**src/rtl/game_pkg.sv**
```systemverilog
`default_nettype none
// ============================================================================
//  Module      : game_pkg
//  Description : Shared types and constants for the game-flow sequencer:
//                overlay screen codes, FSM state encoding, finish-zone box.
//  Revision    : 1.0  initial release
// ============================================================================
package game_pkg;

    typedef enum logic [1:0] {
        SCR_GAME  = 2'd0,
        SCR_START = 2'd1,
        SCR_WIN   = 2'd2,
        SCR_LOSE  = 2'd3
    } screen_t;

    typedef enum logic [2:0] {
        S_START     = 3'd0,
        S_WAIT_PEER = 3'd1,
        S_PLAY      = 3'd2,
        S_WIN       = 3'd3,
        S_LOSE      = 3'd4
    } state_t;

    // Finish zone: exclusive bounds on every edge.
    localparam int unsigned FINISH_X_LEFT  = 500;
    localparam int unsigned FINISH_X_RIGHT = 628;
    localparam int unsigned FINISH_Y_UP    = 20;
    localparam int unsigned FINISH_Y_DOWN  = 106;
    // Only a player on the final level can finish.
    localparam logic [1:0]  FINISH_LEVEL   = 2'b11;

    // Screen shown to the overlay drawer for each state. WAIT_PEER keeps
    // the start screen up while the peer is being waited for.
    function automatic screen_t screen_of(input state_t s);
        case (s)
            S_PLAY:  return SCR_GAME;
            S_WIN:   return SCR_WIN;
            S_LOSE:  return SCR_LOSE;
            default: return SCR_START;
        endcase
    endfunction

endpackage
`default_nettype wire

```
**src/rtl/finish_zone_det.sv**
```systemverilog
`default_nettype none
// ============================================================================
//  Module      : finish_zone_det
//  Description : Per-player finish detector. Samples level/position on each
//                frame tick and counts consecutive in-zone frames, saturating
//                at CONFIRM_FRAMES; confirm_o is high once saturated.
//  Ports       : clk, rst (async, active-high), frame_tick_i, clear_i,
//                level_i[1:0], x_i[11:0], y_i[11:0] -> confirm_o
//  Revision    : 1.0  initial release
// ============================================================================
module finish_zone_det
    import game_pkg::*;
#(
    parameter int unsigned CONFIRM_FRAMES = 4
) (
    input  logic        clk,
    input  logic        rst,
    input  logic        frame_tick_i,
    input  logic        clear_i,
    input  logic [1:0]  level_i,
    input  logic [11:0] x_i,
    input  logic [11:0] y_i,
    output logic        confirm_o
);

    localparam int unsigned      CNT_W   = $clog2(CONFIRM_FRAMES + 1);
    localparam logic [CNT_W-1:0] CNT_MAX = CNT_W'(CONFIRM_FRAMES);

    logic [CNT_W-1:0] cnt_q;
    logic             hit_w;

    assign hit_w = (level_i == FINISH_LEVEL)
                && (x_i > 12'(FINISH_X_LEFT)) && (x_i < 12'(FINISH_X_RIGHT))
                && (y_i > 12'(FINISH_Y_UP))   && (y_i < 12'(FINISH_Y_DOWN));

    // Positions only matter at the frame tick, so mid-frame glitches on
    // x/y/level never reach the counter. Clear wins over a coincident tick.
    always_ff @(posedge clk or posedge rst) begin
        if (rst) begin
            cnt_q <= '0;
        end else if (clear_i) begin
            cnt_q <= '0;
        end else if (frame_tick_i) begin
            if (!hit_w) begin
                cnt_q <= '0;
            end else if (cnt_q != CNT_MAX) begin
                cnt_q <= cnt_q + 1'b1;
            end
        end
    end

    assign confirm_o = (cnt_q == CNT_MAX);

endmodule
`default_nettype wire

```
**src/rtl/game_flow_ctrl.sv**
```systemverilog
`default_nettype none
// ============================================================================
//  Module      : game_flow_ctrl
//  Description : Game-flow sequencer for the finish/start overlay stage.
//                START / WAIT_PEER / PLAY / WIN / LOSE state machine with
//                per-frame finish detection for local and remote players.
//  Ports       : clk, rst (async, active-high)
//                in : vsync_i, start_btn_i, remote_ready_i,
//                     level_i, x_value_i, y_value_i (local player)
//                     level_rm_i, x_value_rm_i, y_value_rm_i (remote player)
//                out: screen_sel_o (screen_t), game_active_o, freeze_o,
//                     restart_pulse_o (1 cycle on WIN/LOSE -> START)
//  Revision    : 1.0  initial release
// ============================================================================
module game_flow_ctrl
    import game_pkg::*;
#(
    parameter int unsigned CONFIRM_FRAMES      = 4,
    parameter int unsigned HOLD_FRAMES         = 120,
    parameter int unsigned PEER_TIMEOUT_FRAMES = 600
) (
    input  logic        clk,
    input  logic        rst,
    input  logic        vsync_i,
    input  logic        start_btn_i,
    input  logic        remote_ready_i,
    input  logic [1:0]  level_i,
    input  logic [11:0] x_value_i,
    input  logic [11:0] y_value_i,
    input  logic [1:0]  level_rm_i,
    input  logic [11:0] x_value_rm_i,
    input  logic [11:0] y_value_rm_i,
    output screen_t     screen_sel_o,
    output logic        game_active_o,
    output logic        freeze_o,
    output logic        restart_pulse_o
);

    localparam int unsigned     HOLD_W   = $clog2(HOLD_FRAMES + 1);
    localparam int unsigned     TO_W     = $clog2(PEER_TIMEOUT_FRAMES + 1);
    localparam logic [HOLD_W-1:0] HOLD_MAX = HOLD_W'(HOLD_FRAMES);
    localparam logic [TO_W-1:0]   TO_MAX   = TO_W'(PEER_TIMEOUT_FRAMES);

    state_t              state_q, state_d;
    logic                vsync_q, btn_q;
    logic [HOLD_W-1:0]   hold_q;
    logic [TO_W-1:0]     timeout_q;
    logic                frame_tick_w, btn_edge_w;
    logic                enter_play_w, enter_wait_w, enter_end_w;
    logic                local_conf_w, remote_conf_w;

    assign frame_tick_w = vsync_i & ~vsync_q;
    assign btn_edge_w   = start_btn_i & ~btn_q;

    assign enter_play_w = (state_d == S_PLAY) && (state_q != S_PLAY);
    assign enter_wait_w = (state_d == S_WAIT_PEER) && (state_q != S_WAIT_PEER);
    assign enter_end_w  = ((state_d == S_WIN) || (state_d == S_LOSE)) && (state_d != state_q);

    finish_zone_det #(
        .CONFIRM_FRAMES (CONFIRM_FRAMES)
    ) u_det_local (
        .clk          (clk),
        .rst          (rst),
        .frame_tick_i (frame_tick_w),
        .clear_i      (enter_play_w),
        .level_i      (level_i),
        .x_i          (x_value_i),
        .y_i          (y_value_i),
        .confirm_o    (local_conf_w)
    );

    finish_zone_det #(
        .CONFIRM_FRAMES (CONFIRM_FRAMES)
    ) u_det_remote (
        .clk          (clk),
        .rst          (rst),
        .frame_tick_i (frame_tick_w),
        .clear_i      (enter_play_w),
        .level_i      (level_rm_i),
        .x_i          (x_value_rm_i),
        .y_i          (y_value_rm_i),
        .confirm_o    (remote_conf_w)
    );

    always_comb begin
        state_d = state_q;
        case (state_q)
            S_START: begin
                if (btn_edge_w) begin
                    state_d = remote_ready_i ? S_PLAY : S_WAIT_PEER;
                end
            end
            S_WAIT_PEER: begin
                if (remote_ready_i) begin
                    state_d = S_PLAY;
                end else if (timeout_q == TO_MAX) begin
                    state_d = S_START;
                end
            end
            S_PLAY: begin
                // Local player wins a same-cycle tie.
                if (local_conf_w) begin
                    state_d = S_WIN;
                end else if (remote_conf_w) begin
                    state_d = S_LOSE;
                end
            end
            S_WIN, S_LOSE: begin
                // Early presses are simply dropped; nothing is remembered.
                if (btn_edge_w && (hold_q == HOLD_MAX)) begin
                    state_d = S_START;
                end
            end
            default: state_d = S_START;
        endcase
    end

    // Outputs decode the next state so they change in the same cycle as
    // state_q.
    always_ff @(posedge clk or posedge rst) begin
        if (rst) begin
            state_q         <= S_START;
            vsync_q         <= 1'b0;
            btn_q           <= 1'b0;
            hold_q          <= '0;
            timeout_q       <= '0;
            screen_sel_o    <= SCR_START;
            game_active_o   <= 1'b0;
            freeze_o        <= 1'b1;
            restart_pulse_o <= 1'b0;
        end else begin
            state_q         <= state_d;
            vsync_q         <= vsync_i;
            btn_q           <= start_btn_i;
            screen_sel_o    <= screen_of(state_d);
            game_active_o   <= (state_d == S_PLAY);
            freeze_o        <= (state_d != S_PLAY);
            restart_pulse_o <= ((state_q == S_WIN) || (state_q == S_LOSE))
                               && (state_d == S_START);

            if (enter_end_w) begin
                hold_q <= '0;
            end else if (frame_tick_w && (hold_q != HOLD_MAX)) begin
                hold_q <= hold_q + 1'b1;
            end

            if (enter_wait_w) begin
                timeout_q <= '0;
            end else if ((state_q == S_WAIT_PEER) && frame_tick_w && (timeout_q != TO_MAX)) begin
                timeout_q <= timeout_q + 1'b1;
            end
        end
    end

endmodule
`default_nettype wire

```
**config.mk**
```make
export PLATFORM = sky130hd
export DESIGN_NAME = game_flow_ctrl
export DESIGN_NICKNAME = d
export VERILOG_FILES = /design/src/rtl/game_pkg.sv /design/src/rtl/finish_zone_det.sv /design/src/rtl/game_flow_ctrl.sv
export SDC_FILE = /design/constraint.sdc
export NUM_CORES = 1
export LEC_CHECK = 0
export CORE_AREA = 4 4 77 79
export DETAILED_ROUTE_END_ITERATION = 16
export DIE_AREA = 0 0 81 83
export HOLD_SLACK_MARGIN = 0.02
export PLACE_DENSITY = 0.76
export SKIP_CTS_REPAIR_TIMING = 1
export SLEW_MARGIN = 20
export SYNTH_ARGS = -nofsm -noshare
export SYNTH_HDL_FRONTEND = slang
export SYNTH_HIERARCHICAL = 1
export SYNTH_SLANG_ARGS = --single-unit
```
**constraint.sdc**
```tcl
create_clock -name clk -period 1.85 [get_ports clk]
set_input_delay 0.185 -clock clk [delete_from_list [all_inputs] [get_ports clk]]
set_output_delay 0.185 -clock clk [all_outputs]
set_load 0.02 [all_outputs]
```
**After elaboration in Yosys (flattened, before gate mapping)**

Cells that the tools add are included.

- Bits in registers: 33
- Output and inout port bits: 5
- Word-level logic and storage cells: 98

- Add/subtract/negate cells: 4
- Magnitude comparators: 8
- Equal/unequal tests: 24
- Muxes and demuxes: 21
- Bitwise gates (word level): 4
- Reductions and logical operators: 26

Operators by type and width:

| kind | number |
|---|---|
| $mux W3 | 14 |
| $gt A12 B5 Y1 const B | 2 |
| $gt A12 B9 Y1 const B | 2 |
| $lt A12 B10 Y1 const B | 2 |
| $lt A12 B7 Y1 const B | 2 |
| $mux W10 | 2 |
| $logic_and A1 B1 Y1 | 16 |
| $mux W7 | 2 |
| $eq A3 B2 Y1 const B | 4 |
| $eq A3 B3 Y1 const B | 4 |
| $ne A3 B3 Y1 const B | 4 |
| $pmux W3 S4 | 1 |
| $add A10 B1 Y10 const B | 1 |
| $eq A10 B10 Y1 const B | 1 |
| $ne A10 B10 Y1 const B | 1 |
| $add A7 B1 Y7 const B | 1 |
| $eq A7 B7 Y1 const B | 1 |
| $ne A7 B7 Y1 const B | 1 |
| $add A3 B1 Y3 const B | 2 |
| $eq A3 B1 Y1 const B | 2 |
| $logic_not A3 Y1 | 2 |
| $ne A3 B2 Y1 const B | 2 |
| $pmux W2 S3 | 1 |
| $reduce_bool A2 Y1 | 3 |
| 9 further kinds | 14 |

**Logic depth before layout (Yosys ltp)**

Gate-level depths: netlist of the first run.

- Depth in word-level cells: 9
- Depth in mapped cells: 8

**Modules after synthesis**

Netlist of the first run, hierarchy kept.

By module, submodules not included:

| module | instances | cells an instance | area an instance (um2) | seq. area each (um2) |
|---|---|---|---|---|
| game_flow_ctrl | 1 | 154 | 1614.0 | 678.2 |
| finish_zone_det | 2 | 37 | 311.5 | 75.1 |

**Least setup slack after synthesis of the first run**

OpenSTA, ideal clock, no wires.

- Path kind: reg2reg
- Start: register u_det_local.cnt_q[0]
- End: register hold_q[0]
- Library setup time: 0.126 ns
- Arrival: 1.722 ns
- Required time: 1.724 ns
- Path slack: 0.002 ns
- Cell stages (with the launch flop): 9
- Period minus slack after synthesis: 1.848 ns
- Cells stage by stage: dfrtp_1 -> inv_1 -> ha_1 -> and2_1 -> and2b_2 -> o21ai_0 -> o221ai_4 -> o2bb2ai_4 -> a21oi_1

- Cells in the longest elaborated chain, start to end: 7
- Elaborated cells between the ends (all ways): 10
- Those cells by class: 4 x eq/ne; 3 x mux; 3 x reduce/logical

RTL lines:

| what | line | RTL |
|---|---|---|
| start, declared | finish_zone_det.sv:29 | `logic [CNT_W-1:0] cnt_q;` |
| start signal, assigned | finish_zone_det.sv:47 | `cnt_q <= cnt_q + 1'b1;` |
| $eq A3 B3 Y1 * | finish_zone_det.sv:52 | `assign confirm_o = (cnt_q == CNT_MAX);` |
| named net local_conf_w | game_flow_ctrl.sv:50 | `logic local_conf_w, remote_conf_w;` |
| $mux W3 * | game_flow_ctrl.sv:102 | `if (local_conf_w) begin` |
| $pmux W3 S4 * | game_flow_ctrl.sv:87 | `case (state_q)` |
| $eq A3 B2 Y1 / $eq A3 B3 Y1 (equally long branches) | game_flow_ctrl.sv:57 | `assign enter_end_w = ((state_d == S_WIN) \|\| (state_d == S_LOSE)) && (state_d != state_q);` |
| $logic_or A1 B1 Y1 | game_flow_ctrl.sv:57 |  |
| $logic_and A1 B1 Y1 * | game_flow_ctrl.sv:57 |  |
| $mux W7 / $reduce_bool A2 Y1 (equally long branches) | - |  |
| end signal, assigned | game_flow_ctrl.sv:144 | `hold_q <= hold_q + 1'b1;` |
| end, declared | game_flow_ctrl.sv:46 | `logic [HOLD_W-1:0] hold_q;` |

The timed path passes the listed nets; every way through them passes the cells marked *.
A chain may end at the register's enable or synchronous reset.

**Worst setup path after layout of the first run**

- Start: register u_det_local.cnt_q[0]
- End: register hold_q[2]

The elaborated chain is that of the path after synthesis.

==> key figures, run 1 <==
GRT
  • GRT Util Overall: 0.175
  • First-pass GRT wire length: 9410 µm
  • Initial antenna violation count: 0
  • Largest net degree at the start of global routing: 17
  • Grt total ovfl: 0
  • Vias in the first global route: 2123

Synthesis
  • Synth Warn #: 6
  • Register area share after synthesis: 0.370
  • Top FF cell, synth: dfrtp_1
  • Post-synth EDFFs: 0
  • Syn Nets: 293
  • Mapped Avg Cell Area: 9.81 µm²
  • Mapped Area: 0.00224 mm²
  • Yosys reg bits: 33
  • Asr flop ratio synth: 1.00
  • Post-synthesis cell count: 228
  • Synth cell types: 62

Pwr
  • Sequential power share: 0.308
  • Clock power share: 0.183
  • Comb pwr share: 0.509
  • Int Pwr: 2.00 mW
  • Power Density: 920 mW/mm²
  • Maximum VDD drop: 713 µV
  • P_sw: 1.21 mW
  • Power Total: 3.20 mW
  • P_leak: 1.47 nW
  • Switching Share: 0.377

Cells and area
  • Layout area overhead: 55.5%
  • Seq. cell area: 828 µm²
  • Fillers: 445
  • Design Area, Final: 0.00348 mm²
  • Final core utilization: 0.652
  • Layout cell share with drive strength beyond 1: 0.320
  • Area of the multi-input gates: 0.00143 mm²
  • Diode count: 0
  • Fin cells: 403
  • Fin nets: 395

Drt
  • DR vias: 2135
  • Iter 0 DRT Violations: 88
  • Post-route DRC: 0
  • DR WL/cell: 15.1 µm
  • Total routed wirelength: 6070 µm
  • 1st-pass router iterations: 4
  • Antenna-violating nets left: 0
  • Vias per cell: 5.30

Floorplan
  • DIE HEIGHT: 83 µm
  • Initial Util: 0.419
  • Rows: 27
  • Core area: 0.00534 mm²
  • Chip width: 81 µm
  • Die area: 0.00672 mm²
  • I/O Pins: 62

STA
  • Max Freq: 527 MHz
  • Fin. max-slew vios: 0
  • Worst Tran Pin Value: 562 ps
  • Relative slew margins: 0.625
  • Fin worst setup slack: -46.7 ps
  • RSZ-0062 raised after global routing: true
  • Setup-failing EPs final: 8
  • Layout Skew: 12.6 ps
  • Setup tns final: -277 ps
  • WHS: 116 ps
  • Crit share post-route: 1.03
  • Final Hold Vio Count: 0
  • Tmin final: 1900 ps

CTS
  • Num Clock Sinks: 33
  • CTS Buffer Depth: 2
  • CTS clk-pin slew, worst paths: 80 ps
  • Num CTS Buffers: 5
  • Skew-Pair Late Insertion Delay: 290 ps
  • CTS tree: built
  • Clk root buf: clkbuf_8
  • Max H-tree Level: 2

Setup path
  • Critical path data required time: 2030 ps
  • CP Launch Type: register
  • CP arrival: 2080 ps
  • CP Max Fanout: 8
  • Crit Path Category: reg -> reg
  • CP Capture Type: register

Run status
  • Failing checks: negative setup slack
  • Outcome: complete, but fails checks

Min path
  • Worst min path class: in -> async

Place
  • Port bufs: 61
  • Dpl cells: 393
  • Worst slack at placement: -218 ps
  • HPWL Detailed: 4680 µm
  • Gpl congestion: 0.860
  • Placed cell area: 0.00320 mm²

Run
  • Max capacitance violation total: 0
## critical path, cell delays in order, from the launching register on
cell       delay, ps
dfrtp_1          390
inv_2             90
ha_4             130
and2_4           170
or4bb_1          400
o31a_2           140
o221a_4          130
o2bb2ai_4        130
buf_12           150
a21oi_2           60
## registers in the layout, summed over array words and instances (netlist names)
register            cells
btn_q                   1
freeze_o                1
game_active_o           1
hold_q                  7
restart_pulse_o         1
screen_sel_o            2
state_q                 3
timeout_q              10
u_det_local/cnt_q       3
u_det_remote/cnt_q      3
vsync_q                 1
## cell usage in the layout, fill, tap and decap left out, drive strengths merged, types with 2 or more instances in the layout
master and instances:
clkdlybuf4s50 61, buf 41, dfrtp 31, nor2 22, inv 21, a21oi 15
nand2 13, nor3 12, xnor2 8, ha 8, clkbuf 7, nor4 7
xor2 6, o211ai 6, nand3 6, nand4 5, o21ai 4, and2 4
nor2b 3, and4bb 3, mux2i 3, a21o 2, a221oi 2, nor4b 2
o21a 2, dfstp 2, a211oi 2, o2111ai 2, nand3b 2, o2111a 2
a31oi 2, o22ai 2, or3 2, o221ai 2
## kinds of logic after synthesis
family          Yosys count  synth area share
xor+xnor                 14            0.0548
mux                       3            0.0134
compound gates           53             0.213
fa+ha+maj                 8            0.0447
flops                    33             0.370
buf+inv                  28            0.0604
simple gates             89             0.244
## Yosys cell counts, drive strengths merged (2+ instances only)
| library cell | count | share of area |
|---|---|---|
| dfrtp | 31 | 0.35 |
| xnor2 | 8 | 0.031 |
| a31oi | 2 | 0.011 |
| or3 | 2 | 0.0062 |
| o221ai | 2 | 0.016 |
| nand2 | 13 | 0.022 |
| o21a | 2 | 0.0067 |
| nor4b | 2 | 0.011 |
| nor3 | 12 | 0.029 |
| o211ai | 6 | 0.020 |
| o2111ai | 2 | 0.013 |
| and2 | 4 | 0.011 |
| inv | 21 | 0.035 |
| clkbuf | 2 | 0.0078 |
| dfstp | 2 | 0.023 |
| buf | 5 | 0.017 |
| a21oi | 15 | 0.044 |
| mux2i | 3 | 0.013 |
| and4bb | 3 | 0.017 |
| nand3b | 2 | 0.0067 |
| nand3 | 6 | 0.016 |
| nor2b | 3 | 0.0084 |
| nor4 | 7 | 0.037 |
| ha | 8 | 0.045 |
| nor2 | 22 | 0.037 |
| o2111a | 2 | 0.011 |
| a21o | 2 | 0.0078 |
| o21ai | 4 | 0.0089 |
| a221oi | 2 | 0.0078 |
| a211oi | 2 | 0.0067 |
| o22ai | 2 | 0.0056 |
| nand4 | 5 | 0.014 |
| xor2 | 6 | 0.023 |
## final timing paths
| kind | depth (start not counted) | endpoint | from | slack [ps] |
|---|---|---|---|---|
| max reg2reg | 9 | hold_q[2] | u_det_local/cnt_q[0] | -50 |
| max | 9 | hold_q[2] | u_det_local/cnt_q[0] | -50 |
| min in group clk | 1 | btn_q | start_btn_i | 360 |
| max in group asynchronous | 3 | timeout_q[5] | rst | 1070 |
| min | 2 | u_det_remote/cnt_q[0] | rst | 120 |
| min reg2reg | 2 | timeout_q[9] | timeout_q[9] | 550 |
## per-layer routing
metal / wire [µm] / up-vias / track usage
met3: 407 / 11 / 0.0456
met2: 3130 / 51 / 0.302
li1: - / 1034 / -
met1: 2430 / 1039 / 0.208
met4: 102 / 0 / 0.0522
met5: 0 / - / 0
## power groups by stage
stage | clock network (mW) | logic, mW | registers (mW)
final | 0.587 | 1.63 | 0.985
after global routing | 0.629 | 1.77 | 1.01
after CTS | 0.597 | 1.38 | 0.974
after detailed placement | 0 | 1.37 | 0.986
after global placement | 0 | 1.34 | 0.981
after floorplan | 0 | 0.703 | 1.03
## area by class of cell
class                      count  share of cell area
inverter                      21              0.0227
multi-input combinational    167               0.412
tap                           72              0.0259
timing repair buffer         102               0.275
clock inverter                 1             0.00216
clock buffer                   7              0.0248
sequential                    33               0.238
No activity file was read; power rests on OpenSTA's default activity.
==> inputs of run 2 (changes only) <==
- CTS_CLUSTER_DIAMETER: not set -> 30
- SETUP_SLACK_MARGIN: not set -> 0.05
==> run 2 against run 1 <==
- setup slack worse by 41 ps
- clock skew down 5.0 ps
- fmax down 2.1%
- non-clock buffer count down 1
- largest power group unchanged
- the flow still finishes with violations (negative setup slack)
- register-to-register slack worse by 40 ps
- via count up 0.47%
- utilization down 0.38 points
- wire length up 2.8%
- combinational power down 6%
- critical endpoint is now hold_q[0]
- clock power down 3%
- sequential cell count unchanged
- sequential power about the same
==> key figures, run 2 (synthesized netlist as in run 1, its figures left out) <==
Setup path
  • Critical path, cell by cell: inv_2, ha_4, and2_4, or4bb_1, o31a_2, o221a_4, o2bb2ai_4, buf_12, a21oi_2 (unchanged)
  • Critical Path Sink: hold_q[0] (was hold_q[2])
  • Reg2Reg Setup Slack: -90 ps (was -50 ps)
  • Crit. Startpoint: u_det_local/cnt_q[1] (was u_det_local/cnt_q[0])
  • Crit Path Category: reg -> reg (unchanged)
  • CP Launch Type: register (unchanged)
  • Depth of the worst register-to-register path: 9 (unchanged)
  • CP Capture Type: register (unchanged)
  • Critical path data required time: 2030 ps (about the same)
  • CP Max Fanout: 8 (unchanged)
  • CP peak stage delay: 400 ps (about the same)
  • Worst R2R End: hold_q[0] (was hold_q[2])
  • Slowest cell on the critical path: dfrtp_1 (was or4bb_1)
  • CP arrival: 2120 ps (was 2080 ps)
  • Reg2reg start: u_det_local/cnt_q[1] (was u_det_local/cnt_q[0])

Cells and area
  • Reg with most FFs: timeout_q (unchanged)
  • Layout cell share with drive strength beyond 1: 0.303 (was 0.320)
  • Fin cells: 402 (was 403)
  • Biggest regs: timeout_q x10, hold_q x7 (unchanged)
  • Commonest non-fill, non-tap cell in the layout: clkdlybuf4s50_1 (unchanged)
  • Diode count: 0 (unchanged)
  • Most frequent cells in the layout: clkdlybuf4s50_1, buf_4, dfrtp_1, nor2_1, inv_1 (unchanged)
  • Layout area overhead: 54.6% (was 55.5%)
  • Design Area, Final: 0.00346 mm² (was 0.00348 mm²)
  • Fin nets: 394 (was 395)
  • Max FFs per register: 10 (unchanged)

STA
  • Max Freq: 516 MHz (was 527 MHz)
  • WHS: 133 ps (was 116 ps)
  • Crit share post-route: 1.05 (was 1.03)
  • Setup-failing EPs final: 8 (unchanged)
  • RSZ-0062 raised after global routing: true (unchanged)
  • Tmin final: 1940 ps (was 1900 ps)
  • Fin worst setup slack: -88.1 ps (was -46.7 ps)
  • Setup tns final: -641 ps (was -277 ps)
  • Relative slew margins: 0.654 (was 0.625)
  • Final Hold Vio Count: 0 (unchanged)
  • Fin. max-slew vios: 0 (unchanged)
  • Worst Tran Pin Value: 518 ps (was 562 ps)
  • Layout Skew: 7.56 ps (was 12.6 ps)

GRT
  • GRT Util Overall: 0.175 (unchanged)
  • Initial antenna violation count: 0 (unchanged)
  • Grt total ovfl: 0 (unchanged)
  • Vias in the first global route: 2097 (was 2123)
  • First-pass GRT wire length: 9440 µm (was 9410 µm)
  • Largest net degree at the start of global routing: 17 (unchanged)

Pwr
  • Maximum VDD drop: 768 µV (was 713 µV)
  • Power Density: 896 mW/mm² (was 920 mW/mm²)
  • P_leak: 1.47 nW (about the same)
  • Power Total: 3.10 mW (was 3.20 mW)

Drt
  • Total routed wirelength: 6240 µm (was 6070 µm)
  • Vias per cell: 5.34 (was 5.30)
  • Antenna-violating nets left: 0 (unchanged)
  • 1st-pass router iterations: 4 (unchanged)
  • Post-route DRC: 0 (unchanged)
  • Iter 0 DRT Violations: 68 (was 88)
  • DR WL/cell: 15.5 µm (was 15.1 µm)
  • DR vias: 2145 (was 2135)

Run
  • Max capacitance violation total: 0 (unchanged)

Min path
  • Worst min path class: in -> async (unchanged)

Floorplan
  • Chip width: 81 µm (unchanged)
  • Initial Util: 0.419 (unchanged)
  • Die area: 0.00672 mm² (unchanged)
  • Core area: 0.00534 mm² (unchanged)
  • Rows: 27 (unchanged)
  • DIE HEIGHT: 83 µm (unchanged)
  • I/O Pins: 62 (unchanged)

CTS
  • Max H-tree Level: 2 (unchanged)
  • CTS tree: built (unchanged)
  • CTS Buffer Depth: 2 (unchanged)
  • CTS clk-pin slew, worst paths: 70 ps (was 80 ps)
  • Num CTS Buffers: 5 (unchanged)
  • Skew-Pair Late Insertion Delay: 290 ps (about the same)
  • Clk root buf: clkbuf_8 (unchanged)
  • Num Clock Sinks: 33 (unchanged)

Place
  • Placed cell area: 0.00317 mm² (was 0.00320 mm²)
  • Dpl cells: 389 (was 393)
  • HPWL Detailed: 4540 µm (was 4680 µm)
  • Gpl congestion: 0.879 (was 0.860)
  • Port bufs: 61 (unchanged)

Run status
  • Outcome: complete, but fails checks (unchanged)
  • Failing checks: negative setup slack (unchanged)
run 2: routing by layer:
layer | vias to the layer above | GRT usage | share of wire
li1 | 1031 | - | -
met1 | 1043 | 0.219 | 0.42
met2 | 57 | 0.293 | 0.50
met3 | 14 | 0.0445 | 0.053
met4 | 0 | 0.0492 | 0.023
met5 | - | 0 | 0
run 2: cell type report:
type / count / area [µm²]
fill: 462 / 1880
multi-input combinational: 167 / 1420
timing repair buffer: 101 / 952
sequential: 33 / 828
clock buffer: 8 / 90.1
tap: 72 / 90.1
inverter: 21 / 78.8
run 2: report_power, final:
group / internal (mW) / leakage, nW / switching (mW)
clock: 0.303 / 0.0455 / 0.267
sequential: 0.875 / 0.436 / 0.112
combinational: 0.775 / 0.994 / 0.768
run 2: how the worst min path moves through the flow:
stage	depth (start not counted)	endpoint	from	slack (ps)
finish	2	u_det_local/cnt_q[2]	rst	130
floorplan	1	u_det_local/cnt_q[0]	rst	-60
CTS	2	u_det_local/cnt_q[2]	rst	130
detailed placement	2	u_det_local/cnt_q[2]	rst	430
global placement	2	u_det_remote/cnt_q[0]	rst	420
global route	2	u_det_local/cnt_q[2]	rst	140
run 2: worst max-delay path: cells and delay by family, from the launching register on:
family | cells | cell delay (ps)
AND/OR/NAND/NOR | 2 | 570
AO/OA/AOI/OAI | 4 | 490
flip-flops | 1 | 400
buffers and inverters | 2 | 230
adder cells (fa/ha/maj) | 1 | 140
run 2: through the flow:
stage	utilization	worst slack [ps]
2_1_floorplan	-	65.2
3_3_place_gp	0.594	-118
3_5_place_dp	0.594	-238
4_1_cts	0.611	-154
5_1_grt	0.648	-129
6_report	0.648	-88.1
==> inputs of run 3 (changes only) <==
- SLEW_MARGIN: 20 -> 30
==> results of run 3 <==
Same layout as run 2: the final DEF is identical, and so are final timing and power.
